--- src/rtl/rr_bus_arbiter8_pkg.sv ---
// Shared constants, state encoding and helpers for the 8-way round-robin bus arbiter.
package rr_bus_arbiter8_pkg;

    localparam int unsigned NUM_REQ            = 8;
    localparam int unsigned IDX_W              = 3;
    localparam int unsigned CNT_W              = 8;
    localparam int unsigned TIMEOUT_CYCLES_DEF = 16;

    typedef enum logic {
        ST_IDLE  = 1'b0,
        ST_GRANT = 1'b1
    } state_t;

    // 3-to-8 decode used for the one-hot grant vector
    function automatic logic [NUM_REQ-1:0] idx_to_onehot(input logic [IDX_W-1:0] idx);
        return NUM_REQ'(1) << idx;
    endfunction

endpackage

--- src/rtl/rr_bus_arbiter8_pick.sv ---
// Combinational round-robin pick: rotate req by ptr, priority-encode, un-rotate.
module rr_priority_pick
    import rr_bus_arbiter8_pkg::*;
(
    input  logic [NUM_REQ-1:0] req_i,
    input  logic [IDX_W-1:0]   ptr_i,
    output logic [IDX_W-1:0]   pick_idx_o,
    output logic               any_req_o
);

    logic [NUM_REQ-1:0] rot_c;
    logic [IDX_W-1:0]   off_c;

    // rot_c[k] is requester (ptr + k) mod 8
    always_comb begin
        rot_c = (req_i >> ptr_i) | (req_i << (4'(NUM_REQ) - {1'b0, ptr_i}));
    end

    always_comb begin
        off_c = '0;
        for (int i = NUM_REQ - 1; i >= 0; i--) begin
            if (rot_c[i]) begin
                off_c = IDX_W'(i);
            end
        end
    end

    assign pick_idx_o = IDX_W'(ptr_i + off_c);
    assign any_req_o  = |req_i;

endmodule

--- config.mk ---
export PLATFORM = sky130hd
export DESIGN_NAME = rr_priority_pick
export DESIGN_NICKNAME = d
export VERILOG_FILES = /design/src/rtl/rr_bus_arbiter8_pkg.sv /design/src/rtl/rr_bus_arbiter8_pick.sv
export SDC_FILE = /design/constraint.sdc
export NUM_CORES = 1
export LEC_CHECK = 0
export BUFFER_PORTS_ARGS = -buffer_cell sky130_fd_sc_hd__buf_2
export CAP_MARGIN = 20
export CORE_AREA = 3 3 40 42
export DETAILED_ROUTE_END_ITERATION = 16
export DIE_AREA = 0 0 43 45
export PLACE_DENSITY_LB_ADDON = 0.3
export SLEW_MARGIN = 20
export SYNTH_ARGS = -nofsm -noshare
export SYNTH_HDL_FRONTEND = slang
export SYNTH_SLANG_ARGS = --single-unit
--- constraint.sdc ---
create_clock -name vclk -period 9.2
set_input_delay 0 -clock vclk [all_inputs]
set_output_delay 0 -clock vclk [all_outputs]
set_load 0.02 [all_outputs]
Word level (Yosys, flattened, before mapping)
Cells that the tools add are included.

storage, ports and cells
  word-level logic and storage cells = 14
  output and inout port bits = 4
  register bits after elaboration = 0

operators by class
  shift operators = 2
  $add $sub $neg = 2
  mux-type cells = 8
  bitwise operators = 1
  reduce and logical (&&, ||, !) cells = 1

operators by type and width
  cell                                                               count
  3-bit two-way mux                                                  8
  8-bit OR                                                           1
  8-bit OR reduction                                                 1
  8-bit by 4-bit left shift with 8-bit output                        1
  8-bit by 3-bit >> shifter with 8-bit output                        1
  4-bit by 3-bit subtractor with 4-bit output, first input constant  1
  3-bit adder                                                        1

Logic depth before layout (Yosys ltp)
Gate-level depths: netlist (run 1).

  word-level depth = 12
  mapped depth = 17

Worst setup path after synthesis (run 1)
No wires, ideal clock.

  path type = input to output
  from = input port ptr_i[0]
  to = output port pick_idx_o[2]
  cell stages on the path = 15
  required time = 9.200 ns
  setup slack = 5.957 ns
  arrival time = 3.243 ns
  path through = buf_6 buf_8 buf_2 inv_1 ha_1 mux4_2 a2111oi_2 nor4bb_1 a211oi_1 o22ai_1 ha_1 inv_1 fa_1 xor2_1 xnor2_1

on the way
  cells in the longest elaborated chain, start to end = 12

ends and longest elaborated chain
  what                                         line                        source
  from (decl)                                  rr_bus_arbiter8_pick.sv:6   input logic [IDX_W-1:0] ptr_i,
  4-bit by 3-bit subtractor with 4-bit output  rr_bus_arbiter8_pick.sv:16  rot_c = (req_i >> ptr_i) | (req_i << (4'(NUM_REQ) - {1'b0, ptr_i}));
  8-bit by 4-bit left shift with 8-bit output  rr_bus_arbiter8_pick.sv:16
  8-bit OR                                     rr_bus_arbiter8_pick.sv:16
  3-bit two-way mux (8 in a row)               rr_bus_arbiter8_pick.sv:22  if (rot_c[i]) begin
  3-bit adder (*)                              rr_bus_arbiter8_pick.sv:28  assign pick_idx_o = IDX_W'(ptr_i + off_c);
  to (decl)                                    rr_bus_arbiter8_pick.sv:7   output logic [IDX_W-1:0] pick_idx_o,

Mark *: on every way between the ends. The rest lies on a longest branch, timed or not.

Worst setup path in the final report (run 1)
Same ends and word-level chain as after synthesis.

==> results of run 1 <==
cells by family after synthesis:
| kind of cell | Yosys count | share of synthesized area [%] |
|---|---|---|
| and+or+nand+nor | 41 | 28.4 |
| AOI/OAI and AO/OA | 28 | 26.2 |
| buffers and inverters | 16 | 12.2 |
| muxes | 13 | 25.7 |
| adders and majority gates | 3 | 5.41 |
| xor gates and xnor gates | 2 | 2.11 |
worst max-delay path: cells and delay by family:
kind / cells / cell delay [ps]
and+or+nand+nor: 1 / 260
AOI/OAI and AO/OA: 3 / 670
adders and majority gates: 3 / 1090
muxes: 1 / 580
xor gates and xnor gates: 2 / 310
buffers and inverters: 4 / 710
cell usage after synthesis, drive strengths merged, types with 3 or more instances:
| cell type | n |
|---|---|
| nand2 | 8 |
| nor2b | 3 |
| mux4 | 6 |
| nor3 | 4 |
| inv | 7 |
| mux2i | 6 |
| or3b | 3 |
| nand3 | 4 |
| o21ai | 7 |
| nor2 | 5 |
| buf | 8 |
per-layer routing:
layer,routed length (um),vias up,GRT usage [%]
li1,-,414,-
met1,812,403,30.5
met2,923,39,37.7
met3,124,10,1.59
met4,65,0,9.04
met5,0,-,0
final timing paths:
check             to  slack [ps]  depth (start not counted)
max    pick_idx_o[2]        5570                         14
min        any_req_o         400                          4
per-stage QoR:
stage,hold WS [ps],instances,setup WS (ps),power (mW)
2_1_floorplan,172,103,5960,0.0483
3_3_place_gp,386,124,5650,0.0582
3_5_place_dp,408,124,5550,0.0593
4_1_cts,409,124,5550,0.0595
5_1_grt,444,124,5160,0.0661
6_report,405,124,5570,0.0597
report_power, final:
part / internal (mW) / switching (mW) / total (mW)
sequential: 0 / 0 / 0
combinational: 0.0257 / 0.0340 / 0.0597
clock: 0 / 0 / 0
layout make-up:
| type | instances | area, um^2 | share of cell area [%] |
|---|---|---|---|
| multi-input cells | 87 | 731 | 85.9 |
| well taps | 15 | 18.8 | 2.21 |
| repair buffers | 15 | 75.1 | 8.82 |
| inverters | 7 | 26.3 | 3.09 |
==> flow_summary_export.csv, run 1 <==
group,metric,value,unit
setup_path,path_class,"input pin to primary output",
setup_path,critPathLaunch,"ptr_i[0]",
placement,place.gp.congestion,0.970,
yosys,yosysWarnings,0,
setup_path,cp_cell_sequence,"buf_2, inv_1, ha_1, mux4_2, a2111oi_2, nor4bb_1, a211oi_1, o22ai_1, ha_1, inv_1, fa_1, xor2_1, xnor2_1, buf_2",
setup_path,cp_max_fo,27,
detailed_routing,wl_per_cell,15.5,um
timing,hold_viol_final,0,
layout,layout_common_cells,"buf_2 (15), nand2_1 (8), inv_1 (6), mux2i_1 (6), o21ai_0 (6)",
layout,layout_commonest_cell,"buf_2",
floorplan,core-area,1280,um^2
setup_path,cp_slowest_cell,"mux4_2",
yosys,syn-num-nets,117,
yosys,synth_area_leader_cell,"mux4_2",
layout,clkbuf_count,0,
yosys,synthTopCellsByArea,"mux4_2 (14%), mux2i_1 (7.2%), buf_6 (4.1%)",
setup_path,arrival,3630,ps
cts,cts-resized-gates,0,
floorplan,initial_utilization,64.8,%
timing,fin_tns_setup,0,ps
layout,n_fill_cell,117,
layout,fin_util,66.2,%
layout,regArea,0,um^2
timing,worst_pin_slew,496,ps
power,p_leak,0.340,nW
layout,drive_gt1_share,25.7,%
yosys,synth.top_cell.area_share,13.5,%
layout,fin_nets,125,
floorplan,die_x,43,um
timing,setup_violations,0,
global_route,grt_usage,22.5,%
run_status,status,"finished clean",
setup_path,crit_path_start_kind,"input pin",
worst_hold_path,min-delay-start,"req_i[6]",
setup_path,cp.required,9200,ps
floorplan,die_area,1940,um^2
layout,antenna_cells,0,
floorplan,die_y,45,um
timing,period_share,39.4,%
yosys,yosysSeqAreaShare,0,%
flow_run,cap_viol_max_count,0,
setup_path,max_stage_delay,580,ps
timing,fin_crit,3630,ps
detailed_routing,ant_nets,0,
power,vdd_drop_max,0.0000282,V
detailed_routing,num_vias,866,
placement,port-buffer-count,15,
layout,syn_to_final_growth,2.26,%
placement,place_area,851,um^2
detailed_routing,first_iter_violations,31,
detailed_routing,wl,1930,um
timing,fmax,0.276,GHz
global_route,grt_pass1_vias,756,
detailed_routing,drc,0,
placement,dpl.hpwl,1520,um
worst_hold_path,hold_path.class,"input pin to primary output",
layout,final_area,851,um^2
cts,postCtsSetupRepairBufs,0,
yosys,synth_cell_types,50,
layout,seq_cell_count,0,
detailed_routing,drt_first_pass_iters,4,
detailed_routing,viasPerCell,6.98,
global_route,grt_max_degree,28,
global_route,antenna_found_initial,0,
yosys,netlist_area,832,um^2
global_route,grt_overflow_total,0,
floorplan,row_count,13,
yosys,syn_avg_cell_area,8.08,um^2
power,power_density,70.2,nW/um^2
setup_path,crit_path_end_kind,"primary output",
timing,finalMaxSlewViolations,0,
timing,grt_setup_unrepaired,"no",
cts,postCtsHoldBufs,0,
timing,worst_slew_margin_rel,66.9,%
floorplan,io_pins,15,
global_route,grt_pass1_wl,3480,um
yosys,syn_inst,103,
(Power assumes the default switching activity.)
==> run 2: changes to the inputs <==
--- a/config.mk
+++ b/config.mk
@@ -7,9 +7,9 @@
 export LEC_CHECK = 0
 export BUFFER_PORTS_ARGS = -buffer_cell sky130_fd_sc_hd__buf_2
 export CAP_MARGIN = 20
-export CORE_AREA = 3 3 40 42
+export CORE_AREA = 3 3 44 46
 export DETAILED_ROUTE_END_ITERATION = 16
-export DIE_AREA = 0 0 43 45
+export DIE_AREA = 0 0 47 49
 export PLACE_DENSITY_LB_ADDON = 0.3
 export SLEW_MARGIN = 20
 export SYNTH_ARGS = -nofsm -noshare
==> constraint.sdc (replaced) <==
create_clock -name vclk -period 3.1
set_input_delay 0 -clock vclk [all_inputs]
set_output_delay 0 -clock vclk [all_outputs]
set_load 0.02 [all_outputs]
==> run 2 against run 1 <==
Net effect: die area up 19%; core utilization down 3.9 points; global-route usage down 2.9 points; largest power group unchanged.
==> flow_summary_export.csv, run 2 (synthesis gave the netlist of run 1 again) <==
group,metric,value,unit
run_status,status,"finished clean",
timing,fin_crit,2900,ps
layout,fin_util,62.3,%
timing,period_share,93.6,%
timing,fin_ws,198,ps
setup_path,crit_path_end_kind,"primary output",
setup_path,cp_slowest_cell,"mux4_2",
setup_path,crit_path_start_kind,"input pin",
placement,place.gp.congestion,0.871,
timing,fin_tns_setup,0,ps
layout,clkbuf_count,0,
detailed_routing,wl,2180,um
global_route,grt_usage,19.6,%
floorplan,die_y,49,um
detailed_routing,num_vias,878,
setup_path,path_common_cell,"inv_1",
floorplan,die_area,2300,um^2
floorplan,core-area,1540,um^2
setup_path,max_stage_delay,530,ps
timing,fmax,0.345,GHz
layout,final_cells,130,
timing,worst_slew_margin_rel,70.0,%
layout,regArea,0,um^2
setup_path,path_class,"input pin to primary output",
global_route,grt_overflow_total,0,
timing,finalMaxSlewViolations,0,
floorplan,die_x,47,um
layout,layout_commonest_cell,"buf_2",
floorplan,row_count,14,
setup_path,arrival,2900,ps
timing,hold_viol_final,0,
detailed_routing,highest_layer,"met4",
timing,setup_violations,0,
placement,dpl.hpwl,1660,um
placement,place_area,917,um^2
power,power_density,217,nW/um^2
timing,worst_pin_slew,446,ps
placement,port-buffer-count,15,
global_route,grt_pass1_wl,3530,um
detailed_routing,wl_per_cell,16.8,um
setup_path,critical-path-top-delay-family,"adder cells",
detailed_routing,ant_nets,0,
detailed_routing,wl_met1,993,um
setup_path,cp_cell_sequence,"buf_2, inv_1, ha_4, mux4_2, a2111oi_4, nor4bb_4, a211oi_1, o22ai_1, ha_1, inv_1, fa_2, xor2_2, xnor2_2, buf_4",
cts,postCtsHoldBufs,0,
power,p_leak,0.382,nW
detailed_routing,drt_first_pass_iters,4,
detailed_routing,first_iter_violations,23,
flow_run,cap_viol_max_count,0,
layout,final_area,961,um^2
detailed_routing,viasPerCell,6.75,
setup_path,crit_buf_inv,4,
detailed_routing,drc,0,
layout,syn_to_final_growth,15.5,%
global_route,grt_pass1_vias,817,
global_route,grt_max_degree,27,
placement,dpl.cell_count,130,
worst_hold_path,hold_path.class,"input pin to primary output",
placement,dp_slack,-10.8,ps
layout,fin_nets,130,
power,vdd_drop_max,0.000107,V
floorplan,io_pins,15,
setup_path,cp.required,3100,ps
setup_path,cp_max_fo,4,
layout,seq_cell_count,0,
detailed_routing,route.met2.wl,1030,um
floorplan,initial_utilization,54.0,%
global_route,antenna_found_initial,0,
power,power.total,0.208,mW
layout,layout_common_cells,"buf_2 (14), nand2_1 (8), inv_1 (6), mux2i_1 (6), o21ai_0 (6)",
detailed_routing,wl_met3,100,um
layout,drive_gt1_share,34.2,%
timing,timing.hold.ws,388,ps
timing,grt_setup_unrepaired,"no",
layout,antenna_cells,0,
run 2: where the power goes:
part / switching [mW] / internal (mW) / leakage [nW]
sequential: 0 / 0 / 0
combinational: 0.112 / 0.0959 / 0.382
clock: 0 / 0 / 0
run 2: final cells by class:
cell class,count,area (um^2)
Multi-Input combinational cell,87,796
Timing Repair Buffer,20,119
Fill cell,142,581
Inverter,7,26.3
Tap cell,16,20.0
run 2: path summary, 6_finish.rpt:
check	endpoint	slack [ps]	cells after the start	from
max	pick_idx_o[2]	200	14	ptr_i[1]
min	any_req_o	390	4	req_i[6]
run 2: repair_timing:
action / 4_1_cts / 5_1_grt
gates resized for setup: 1 / 7
buffers inserted: 0 / 0
endpoints found under the setup margin: 1 / 2
pin swaps: 0 / 3
run 2: metal layers:
layer | vias up | track usage, %
li1 | 423 | -
met1 | 416 | 25.4
met2 | 31 | 33.9
met3 | 8 | 1.11
met4 | 0 | 4.61
met5 | - | 0
run 2: worst min-delay path, stage by stage:
cell and delay, ps:
buf_2 120, nor4_1 60, nand2_1 60, buf_2 150
==> run 3: changes to the inputs <==
--- a/config.mk
+++ b/config.mk
@@ -7,9 +7,11 @@
 export LEC_CHECK = 0
 export BUFFER_PORTS_ARGS = -buffer_cell sky130_fd_sc_hd__buf_2
 export CAP_MARGIN = 20
-export CORE_AREA = 3 3 44 46
+export CELL_PAD_IN_SITES_DETAIL_PLACEMENT = 0
+export CELL_PAD_IN_SITES_GLOBAL_PLACEMENT = 1
+export CORE_AREA = 3 3 50 52
 export DETAILED_ROUTE_END_ITERATION = 16
-export DIE_AREA = 0 0 47 49
+export DIE_AREA = 0 0 53 55
 export PLACE_DENSITY_LB_ADDON = 0.3
 export SLEW_MARGIN = 20
 export SYNTH_ARGS = -nofsm -noshare
==> run 3 against run 2 <==
Net effect: routed wire length is 0.41% higher; hold slack got worse by 3.8 ps; core utilization decreased by 16 points; largest power group unchanged; highest routed layer unchanged; critical path type unchanged; non-clock buffer count is 4 higher.
==> flow_summary_export.csv, run 3 (synthesis gave the netlist of run 1 again) <==
group,metric,value,unit
placement,dpl.cell_count,146,
layout,antenna_cells,0,
global_route,grt_usage,16.5,%
floorplan,core-area,2150,um^2
setup_path,cp_cell_sequence,"buf_2, inv_1, ha_4, mux4_2, a2111oi_4, nor4bb_2, a211oi_1, o22ai_1, ha_1, inv_1, fa_2, xor2_2, xnor2_2, buf_4",
floorplan,io_pins,15,
cts,postCtsHoldBufs,0,
detailed_routing,drt_first_pass_iters,4,
power,p_leak,0.396,nW
timing,finalMaxSlewViolations,0,
detailed_routing,wl_per_cell,15.0,um
setup_path,arrival,2930,ps
global_route,grt_overflow_total,0,
timing,worst_pin_slew,451,ps
global_route,grt_pass1_wl,3670,um
timing,period_share,94.4,%
placement,port-buffer-count,15,
layout,seq_cell_count,0,
floorplan,row_count,17,
setup_path,crit_path_start_kind,"input pin",
layout,clkbuf_count,0,
timing,worst_slew_margin_rel,69.9,%
layout,drive_gt1_share,36.4,%
detailed_routing,first_iter_violations,12,
setup_path,path_class,"input pin to primary output",
layout,regArea,0,um^2
floorplan,die_area,2920,um^2
layout,final_cells,146,
cts,cts-resized-gates,0,
layout,fin_nets,134,
layout,n_fill_cell,219,
global_route,grt_pass1_vias,777,
layout,layout_commonest_cell,"buf_2",
setup_path,cp.required,3100,ps
worst_hold_path,hold_path.class,"input pin to primary output",
timing,fin_crit,2930,ps
worst_hold_path,min-delay-start,"req_i[6]",
flow_run,cap_viol_max_count,0,
floorplan,initial_utilization,38.7,%
placement,place.gp.congestion,0.938,
floorplan,die_y,55,um
setup_path,critPathLaunch,"ptr_i[1]",
setup_path,path_common_cell,"inv_1",
timing,setup_violations,0,
power,vdd_drop_max,0.000129,V
global_route,grt_max_degree,27,
timing,fin_tns_setup,0,ps
layout,multi_input_area,787,um^2
timing,grt_setup_unrepaired,"no",
run_status,status,"finished clean",
detailed_routing,wl,2190,um
cts,postCtsSetupRepairBufs,0,
detailed_routing,viasPerCell,5.93,
detailed_routing,drc,0,
detailed_routing,ant_nets,0,
timing,hold_viol_final,0,
layout,layout_common_cells,"buf_2 (14), buf_4 (10), nand2_1 (8)",
timing,fmax,0.342,GHz
setup_path,max_stage_delay,530,ps
setup_path,cp_slowest_cell,"mux4_2",
power,power_density,210,nW/um^2
global_route,antenna_found_initial,0,
setup_path,crit_path_end_kind,"primary output",
floorplan,die_x,53,um
detailed_routing,num_vias,866,
layout,syn_to_final_growth,19.4,%
placement,dpl.hpwl,1790,um
setup_path,cp_max_fo,3,
run 3: cell count changes in the layout (fill, tap and decap cells not counted), sizes merged:
cell  previous run  this run
buf             20        24
run 3: worst paths after layout:
kind	to	slack (ps)	cells past startpoint
min	any_req_o	380	4
max	pick_idx_o[2]	170	14
run 3: layout make-up:
class	count	area share (%)
Multi-Input combinational cell	87	79.2
Timing Repair Buffer	24	14.6
Tap cell	28	3.53
Inverter	7	2.64
run 3: metrics by stage:
stage	setup WS [ps]	total power [mW]	hold WS, ps	cell area, um^2	util, %
floorplan	17.1	0.152	172	862	-
global placement	113	0.198	377	962	44.8
detailed placement	40.6	0.200	386	962	44.8
CTS	43.7	0.201	388	962	44.8
global route	39.3	0.228	436	993	46.2
finish	173	0.209	384	993	46.2
run 3: layer usage:
layer	track usage [%]	wire length (um)
met2	28.5	1050
met4	1.70	14
met1	23.1	997
met5	0	0
met3	1.34	131
run 3: worst max-delay path: cells and delay by family:
kind            cells  cell delay [ps]
fa+ha+maj           3              800
compound gates      3              640
mux                 1              530
buf+inv             4              380
xor+xnor            2              320
simple gates        1              260
run 3: power breakdown:
part,total (mW),internal (mW),leakage [nW],switching [mW]
Sequential,0,0,0,0
Clock,0,0,0,0
Combinational,0.209,0.0974,0.396,0.112
